--- src/rtl/kmeans_sequencer_if.sv ---
// Engine-facing bundle of the k-means iteration controller.
// master: the sequencer (drives addresses, clear, cluster select, means, status).
// slave : the environment (drives start, initial means and cluster readback).
interface kmeans_sequencer_if #(
    parameter int T  = 16,
    parameter int AW = 12
);
    localparam int CW = (T > 1) ? $clog2(T) : 1;

    logic              start;
    logic [24*T-1:0]   mean_init;
    logic [AW-1:0]     pix_addr;
    logic              pix_en;
    logic              acc_clear;
    logic [CW-1:0]     cl_idx;
    logic [19:0]       sum_r;
    logic [19:0]       sum_g;
    logic [19:0]       sum_b;
    logic [11:0]       count;
    logic [24*T-1:0]   means;
    logic              busy;
    logic              done;
    logic              converged;
    logic [7:0]        iter;

    modport master (
        input  start, mean_init, sum_r, sum_g, sum_b, count,
        output pix_addr, pix_en, acc_clear, cl_idx, means, busy, done, converged, iter
    );

    modport slave (
        output start, mean_init, sum_r, sum_g, sum_b, count,
        input  pix_addr, pix_en, acc_clear, cl_idx, means, busy, done, converged, iter
    );
endinterface

--- src/rtl/kmeans_sequencer.sv ---
// K-means iteration controller: scan frame, drain engine, divide sums by counts, repeat.
// Ports: clk, reset (async active-low), bus (master modport of kmeans_sequencer_if).
// Per iteration NPIX + LAT + 22*T + 1 cycles; start is only honoured while idle.
module kmeans_sequencer #(
    parameter int T        = 16,
    parameter int NPIX     = 4096,
    parameter int AW       = 12,
    parameter int LAT      = 2,
    parameter int MAX_ITER = 8
) (
    input  logic clk,
    input  logic reset,
    kmeans_sequencer_if.master bus
);
    localparam int CW = (T > 1) ? $clog2(T) : 1;

    typedef enum logic [3:0] {
        IDLE, INIT, SCAN, DRAIN, LOAD, DIV, WRITE, CHECK, DONE
    } state_t;

    state_t              state_q, state_d;
    logic [AW-1:0]       addr_q, addr_d;     // pixel address in SCAN, cycle count in DRAIN
    logic [4:0]          cnt_q, cnt_d;       // divider step
    logic [CW-1:0]       cl_idx_q, cl_idx_d;
    logic                changed_q, changed_d;
    logic [T-1:0][23:0]  means_q, means_d;
    logic [7:0]          iter_q, iter_d;
    logic                conv_q, conv_d;
    logic [11:0]         dvs_q, dvs_d;       // shared divisor (pixel count)
    logic [19:0]         dvd_q[3];           // dividend shifts out MSB-first, quotient shifts in
    logic [19:0]         dvd_d[3];
    logic [11:0]         rem_q[3];
    logic [11:0]         rem_d[3];
    logic [12:0]         rem_sh[3];
    logic [7:0]          iter_inc;
    logic [23:0]         new_mean;
    logic                pix_en, acc_clear, done;

    function automatic logic [7:0] sat8(input logic [19:0] q);
        return (q > 20'd255) ? 8'hFF : q[7:0];
    endfunction

    assign iter_inc = iter_q + 8'd1;
    assign new_mean = {sat8(dvd_q[0]), sat8(dvd_q[1]), sat8(dvd_q[2])};

    always_comb begin
        state_d   = state_q;
        addr_d    = addr_q;
        cnt_d     = cnt_q;
        cl_idx_d  = cl_idx_q;
        changed_d = changed_q;
        means_d   = means_q;
        iter_d    = iter_q;
        conv_d    = conv_q;
        dvs_d     = dvs_q;
        pix_en    = 1'b0;
        acc_clear = 1'b0;
        done      = 1'b0;
        for (int ch = 0; ch < 3; ch++) begin
            dvd_d[ch]  = dvd_q[ch];
            rem_d[ch]  = rem_q[ch];
            rem_sh[ch] = {rem_q[ch], dvd_q[ch][19]};
        end

        case (state_q)
            IDLE: begin
                if (bus.start) begin
                    iter_d  = 8'd0;
                    conv_d  = 1'b0;
                    state_d = INIT;
                end
            end
            INIT: begin
                means_d   = bus.mean_init;
                acc_clear = 1'b1;
                addr_d    = '0;
                state_d   = SCAN;
            end
            SCAN: begin
                pix_en = 1'b1;
                if (addr_q == AW'(NPIX - 1)) begin
                    addr_d  = '0;
                    state_d = DRAIN;
                end else begin
                    addr_d = addr_q + 1'b1;
                end
            end
            DRAIN: begin
                if (addr_q == AW'(LAT - 1)) begin
                    addr_d    = '0;
                    cl_idx_d  = '0;
                    changed_d = 1'b0;
                    state_d   = LOAD;
                end else begin
                    addr_d = addr_q + 1'b1;
                end
            end
            LOAD: begin
                dvd_d[0] = bus.sum_r;
                dvd_d[1] = bus.sum_g;
                dvd_d[2] = bus.sum_b;
                dvs_d    = bus.count;
                for (int ch = 0; ch < 3; ch++) rem_d[ch] = '0;
                cnt_d    = '0;
                state_d  = DIV;
            end
            DIV: begin
                // Restoring step; remainder stays below the divisor so 12 bits suffice.
                // A zero divisor yields all-ones quotients, which WRITE discards.
                for (int ch = 0; ch < 3; ch++) begin
                    if (rem_sh[ch] >= {1'b0, dvs_q}) begin
                        rem_d[ch] = 12'(rem_sh[ch] - {1'b0, dvs_q});
                        dvd_d[ch] = {dvd_q[ch][18:0], 1'b1};
                    end else begin
                        rem_d[ch] = rem_sh[ch][11:0];
                        dvd_d[ch] = {dvd_q[ch][18:0], 1'b0};
                    end
                end
                cnt_d = cnt_q + 5'd1;
                if (cnt_q == 5'd19) state_d = WRITE;
            end
            WRITE: begin
                if (dvs_q != 12'd0) begin
                    if (new_mean != means_q[cl_idx_q]) changed_d = 1'b1;
                    means_d[cl_idx_q] = new_mean;
                end
                if (cl_idx_q == CW'(T - 1)) begin
                    state_d = CHECK;
                end else begin
                    cl_idx_d = cl_idx_q + 1'b1;
                    state_d  = LOAD;
                end
            end
            CHECK: begin
                iter_d = iter_inc;
                if (changed_q && (iter_inc < 8'(MAX_ITER))) begin
                    acc_clear = 1'b1;
                    addr_d    = '0;
                    state_d   = SCAN;
                end else begin
                    conv_d  = !changed_q;
                    state_d = DONE;
                end
            end
            DONE: begin
                done    = 1'b1;
                state_d = IDLE;
            end
            default: state_d = IDLE;
        endcase
    end

    always_ff @(posedge clk or negedge reset) begin
        if (!reset) begin
            state_q   <= IDLE;
            addr_q    <= '0;
            cnt_q     <= '0;
            cl_idx_q  <= '0;
            changed_q <= 1'b0;
            means_q   <= '0;
            iter_q    <= 8'd0;
            conv_q    <= 1'b0;
            dvs_q     <= '0;
            for (int ch = 0; ch < 3; ch++) begin
                dvd_q[ch] <= '0;
                rem_q[ch] <= '0;
            end
        end else begin
            state_q   <= state_d;
            addr_q    <= addr_d;
            cnt_q     <= cnt_d;
            cl_idx_q  <= cl_idx_d;
            changed_q <= changed_d;
            means_q   <= means_d;
            iter_q    <= iter_d;
            conv_q    <= conv_d;
            dvs_q     <= dvs_d;
            for (int ch = 0; ch < 3; ch++) begin
                dvd_q[ch] <= dvd_d[ch];
                rem_q[ch] <= rem_d[ch];
            end
        end
    end

    assign bus.pix_addr  = addr_q;
    assign bus.pix_en    = pix_en;
    assign bus.acc_clear = acc_clear;
    assign bus.cl_idx    = cl_idx_q;
    assign bus.means     = means_q;
    assign bus.busy      = (state_q != IDLE);
    assign bus.done      = done;
    assign bus.converged = conv_q;
    assign bus.iter      = iter_q;
endmodule
--- src/flat_wrapper.sv ---
// flat-port wrapper written by rule: the top's interface ports become plain ports
module kmeans_sequencer_flat 
#(
    parameter int T        = 16,
    parameter int NPIX     = 4096,
    parameter int AW       = 12,
    parameter int LAT      = 2,
    parameter int MAX_ITER = 8
)
  (clk, reset, bus_start, bus_mean_init, bus_sum_r, bus_sum_g, bus_sum_b, bus_count, bus_pix_addr, bus_pix_en, bus_acc_clear, bus_cl_idx, bus_means, bus_busy, bus_done, bus_converged, bus_iter);
  kmeans_sequencer_if #(.T(T), .AW(AW)) bus_i ();
  input  logic clk;
  input  logic reset;
  input wire logic [$bits(bus_i.start)-1:0] bus_start;
  input wire logic [$bits(bus_i.mean_init)-1:0] bus_mean_init;
  input wire logic [$bits(bus_i.sum_r)-1:0] bus_sum_r;
  input wire logic [$bits(bus_i.sum_g)-1:0] bus_sum_g;
  input wire logic [$bits(bus_i.sum_b)-1:0] bus_sum_b;
  input wire logic [$bits(bus_i.count)-1:0] bus_count;
  output wire logic [$bits(bus_i.pix_addr)-1:0] bus_pix_addr;
  output wire logic [$bits(bus_i.pix_en)-1:0] bus_pix_en;
  output wire logic [$bits(bus_i.acc_clear)-1:0] bus_acc_clear;
  output wire logic [$bits(bus_i.cl_idx)-1:0] bus_cl_idx;
  output wire logic [$bits(bus_i.means)-1:0] bus_means;
  output wire logic [$bits(bus_i.busy)-1:0] bus_busy;
  output wire logic [$bits(bus_i.done)-1:0] bus_done;
  output wire logic [$bits(bus_i.converged)-1:0] bus_converged;
  output wire logic [$bits(bus_i.iter)-1:0] bus_iter;
  assign bus_i.start = bus_start;
  assign bus_i.mean_init = bus_mean_init;
  assign bus_i.sum_r = bus_sum_r;
  assign bus_i.sum_g = bus_sum_g;
  assign bus_i.sum_b = bus_sum_b;
  assign bus_i.count = bus_count;
  assign bus_pix_addr = bus_i.pix_addr;
  assign bus_pix_en = bus_i.pix_en;
  assign bus_acc_clear = bus_i.acc_clear;
  assign bus_cl_idx = bus_i.cl_idx;
  assign bus_means = bus_i.means;
  assign bus_busy = bus_i.busy;
  assign bus_done = bus_i.done;
  assign bus_converged = bus_i.converged;
  assign bus_iter = bus_i.iter;
  kmeans_sequencer #(.T(T), .NPIX(NPIX), .AW(AW), .LAT(LAT), .MAX_ITER(MAX_ITER)) u_core (.clk(clk), .reset(reset), .bus(bus_i));
endmodule
--- config.mk ---
export PLATFORM = sky130hd
export DESIGN_NAME = kmeans_sequencer_flat
export DESIGN_NICKNAME = d
export VERILOG_FILES = /design/src/rtl/kmeans_sequencer_if.sv /design/src/rtl/kmeans_sequencer.sv /design/src/flat_wrapper.sv
export SDC_FILE = /design/constraint.sdc
export NUM_CORES = 1
export LEC_CHECK = 0
export CAP_MARGIN = 0
export CORE_AREA = 2 2 343 345
export CTS_CLUSTER_DIAMETER = 120
export DETAILED_ROUTE_END_ITERATION = 10
export DIE_AREA = 0 0 345 347
export SLEW_MARGIN = 20
export SYNTH_ARGS = -nofsm -noshare
export SYNTH_HDL_FRONTEND = slang
export SYNTH_SLANG_ARGS = --single-unit
--- constraint.sdc ---
create_clock -name clk -period 3 [get_ports clk]
set_clock_uncertainty 0.05 [all_clocks]
set_input_delay 0.6 -clock clk [delete_from_list [all_inputs] [get_ports clk]]
set_output_delay 0.6 -clock clk [all_outputs]
set_load 0.005 [all_outputs]
==> results of run 1 <==
kinds of logic after synthesis:
group / share of synthesized area [%]
XOR/XNOR: 1.30
AND/OR/NAND/NOR: 13.9
adder cells (fa/ha/maj): 2.11
buffers and inverters: 4.74
multiplexers: 9.10
AO/OA/AOI/OAI: 23.3
flip-flops: 45.6
synth_stat cells, drive strengths merged, types with 20 or more instances:
cell type  count  area [sq um]
inv           33           124
or2           27           169
mux4          85          1910
or3           20           125
nor4          20           125
clkbuf       195           732
nor2         126           475
xnor2         31           272
o21ai        452          2260
ha            44           551
dfrtp        527         13200
nor3          20           105
nand2        546          2050
a21oi        116           581
buf           98           517
nand3         91           455
a22oi        380          2850
mux2i         54           541
what timing repair did:
| item | in CTS | in global routing |
|---|---|---|
| resized for setup | 20 | 1 |
| pin swaps | 7 | 2 |
| hold buffers | 1 | 0 |
| setup endpoints to repair | 3 | 4 |
| endpoints found under the hold margin | 37 | 0 |
| setup buffers | 5 | 0 |
state kept, by name (all words and copies together), names as in the netlist:
register,cells
u_core.bus.iter,8
u_core.rem_q,36
u_core.state_q,4
u_core.bus.pix_addr,12
u_core.bus.means,384
u_core.bus.converged,1
u_core.bus.cl_idx,4
u_core.dvd_q,60
u_core.changed_q,1
u_core.dvs_q,12
u_core.cnt_q,5
metrics by stage:
stage	instances	utilization, %	setup WS, ps	instance area (sq um)
2_1_floorplan	3108	-	387	28900
3_3_place_gp	5404	34.9	-417	40400
3_5_place_dp	5404	34.9	-452	40400
4_1_cts	5536	37.1	-347	42900
5_1_grt	5555	37.1	-377	43000
6_report	5558	37.1	-238	43000
layout make-up:
type                       count  share of cell area, %
inverter                      33                  0.288
antenna                       22                  0.128
multi-input combinational   2255                   33.8
tap                         1524                   4.44
sequential                   527                   30.7
clock inverter                29                  0.931
timing repair buffer        1071                   25.1
clock buffer                  97                   4.69
power by group through the flow:
stage,logic [uW],registers [uW],clock network [uW]
final,1680,7550,8990
after global placement,1660,7670,0
after global routing,1820,7550,9420
after detailed placement,1670,7660,0
after CTS,1690,7540,9140
after floorplan,435,7520,0
per-layer routing:
metal | part of all wire, % | up-vias
li1 | - | 13103
met1 | 38 | 15090
met2 | 47 | 1614
met3 | 10 | 333
met4 | 4.2 | 24
met5 | 0.090 | -
worst max-delay path, delay by kind of cell (launching register included):
family,cells,cell delay [ps]
DFF,1,430
and+or+nand+nor,3,430
AOI/OAI and AO/OA,3,760
adders and majority gates,1,190
buffers and inverters,1,150
how the worst max path moves through the flow:
| stage | from | endpoint | cells past startpoint |
|---|---|---|---|
| global route | u_core.bus.iter[1]$_DFFE_PN0P_ | bus_acc_clear | 8 |
| finish | u_core.bus.iter[1]$_DFFE_PN0P_ | bus_acc_clear | 8 |
| detailed placement | u_core.bus.iter[0]$_DFFE_PN0P_ | bus_acc_clear | 8 |
| floorplan | u_core.bus.cl_idx[0]$_DFFE_PN0P_ | u_core.bus.means[305]$_DFFE_PN0P_ | 13 |
| CTS | u_core.bus.iter[1]$_DFFE_PN0P_ | bus_acc_clear | 9 |
| global placement | u_core.bus.iter[0]$_DFFE_PN0P_ | bus_acc_clear | 8 |
==> run_results.csv, run 1 <==
group,metric,value,unit
clocking,cts_num_sinks,527,
logic_synthesis,synth-async-reset-ratio,100,%
hold_path,hold_path_class,"reg -> reg",
hold_path,hold_path_depth,2,
logic_synthesis,synth_edf_count,0,
setup_path,crit_path_cell_trace,"ha_4 > and3_4 > a311oi_2 > nand3b_1 > a211o_1 > o21ba_4 > nor3_4 > buf_6",
final_layout,commonest_cells_after_routing_fill_and_taps_aside,"869 x clkdlybuf4s50_1, 545 x nand2_1, 523 x dfrtp_1",
clocking,cts.clk_slew.worst_paths,50,ps
power,p_clk_share,49.3,%
clocking,cts_tree,"built",
clocking,cts_buffers,70,
final_layout,fillers,11609,
die,core.rowCount,125,
grt,grt_antenna_before_repair,47,
grt,global_route.usage.met1,34.0,%
final_layout,layout.nets,4464,
grt,grt.met2_usage,46.5,%
clocking,clkLatencyLatePin,650,ps
logic_synthesis,sequential_area_share_after_synthesis,45.6,%
power,switching_share,25.2,%
setup_path,timing.critical_path.slowest_stage_cell,"dfrtp_1",
logic_synthesis,post_synth_design_cell_area,28900,sq um
power,design_power_total,18200,uW
flow_run,cap_violations,0,
hold_path,hold_start,"u_core.rem_q[23]$_DFFE_PN0P_",
grt,first_pass_grt_wire_length,241000,um
power,share_comb_of_total_power,9.2,%
sta,finalWorstSetupSlack,-238,ps
setup_path,arrival_time_at_the_worst_endpoint,2590,ps
die,die_width,345,um
sta,unrepaired_setup_endpoints_after_global_routing,"yes",
placed_design,place_congestion,0.937,
setup_path,type_of_element_launching_the_critical_path,"flip-flop",
setup_path,timing.setup.critical_path_class,"reg -> out",
status,violations,"negative setup slack",
sta,setup_violations,2,
die,dieHeight,347,um
setup_path,r2r_slack,120,ps
logic_synthesis,synthFlopType,"dfrtp_1",
placed_design,place_hpwl,136000,um
drt,antenna_left,0,
clocking,ctsRootBufferMaster,"clkbuf_16",
drt,routed_wl,177000,um
logic_synthesis,synth.yosys.warnings,0,
setup_path,largest_driver_fanout_on_the_critical_path,2,
drt,number_of_remaining_drc_errors,0,
sta,slew_violations,0,
sta,finalWorstPathRequiredPeriod,3240,ps
logic_synthesis,syn_inst,3108,
grt,grt_pass1_vias,29167,
final_layout,multi_input_comb_area,14500,sq um
setup_path,endpoint_kind,"output port",
setup_path,crit-reg2reg-launch,"u_core.bus.cl_idx[0]$_DFFE_PN0P_",
placed_design,portBuffers,871,
sta,max_clock_freq,309,MHz
power,power.static_leakage,0.0184,uW
hold_path,whs_endpoint,"u_core.rem_q[23]$_DFFE_PN0P_",
grt,met3_track_demand_over_resource_in_global_routing,9.32,%
drt,routedWlPerCell,31.9,um
grt,global_route.peak_usage_layer,"met2",
die,floorplan.initialDensity,25.0,%
sta,hold_fails_final_rpt,0,
die,design.core.area,116000,sq um
power,seqPwrFrac,41.4,%
setup_path,r2r-end,"u_core.changed_q$_DFFE_PN0P_",
power,total_switching_power,4590,uW
sta,finalSetupTns,-329,ps
logic_synthesis,syn_nets,3614,
drt,detail_route.vias_per_cell,5.43,
clocking,h-tree-depth,3,
final_layout,leading_cell_type_in_the_layout_fill_and_taps_excluded,"clkdlybuf4s50_1",
sta,final_min_period_over_clock_period,108,%
die,die_area,120000,sq um
setup_path,reg2regPathDepth,8,
sta,timing.max_slew.rel_slack,29.0,%
final_layout,layout-area-overhead-vs-synth,48.6,%
drt,detail_route.iter0.violations,3189,
setup_path,critical_path_required,2350,ps
logic_synthesis,synth_cell_type_count,67,
drt,num_vias,30164,
grt,globalRouteOverflowTotal,0,
sta,max_slew.worst_pin.slew,1070,ps
logic_synthesis,synth-seq-cells,527,
status,run_status,"finished with violations",
final_layout,area_of_all_sequential_standard_cells,13200,sq um
die,ios,872,
setup_path,worst_path_largest_cell_delay,430,ps
sta,fin_worst_hold_slack,435,ps
power,p_per_area,424,nW/um^2
clocking,cts.path.max_buffers,3,
grt,grt_start_max_net_pins,118,
final_layout,final_layout_size_suffix_gt1_share,11.9,%
grt,track_usage,28.5,%
logic_synthesis,syn-mean-instance-area,9.31,sq um
drt,drt_pass1_iterations,6,
power,ir_worst_vdd,0.326,mV
power,internal_power,13600,uW
Note: power is estimated with default switching activity, not from simulation.
==> run 2: changes to the inputs <==
CAP_MARGIN = not set   (was 0)
==> results of run 2 <==
Same layout as run 1: the final DEF is identical, and so are final timing and power.
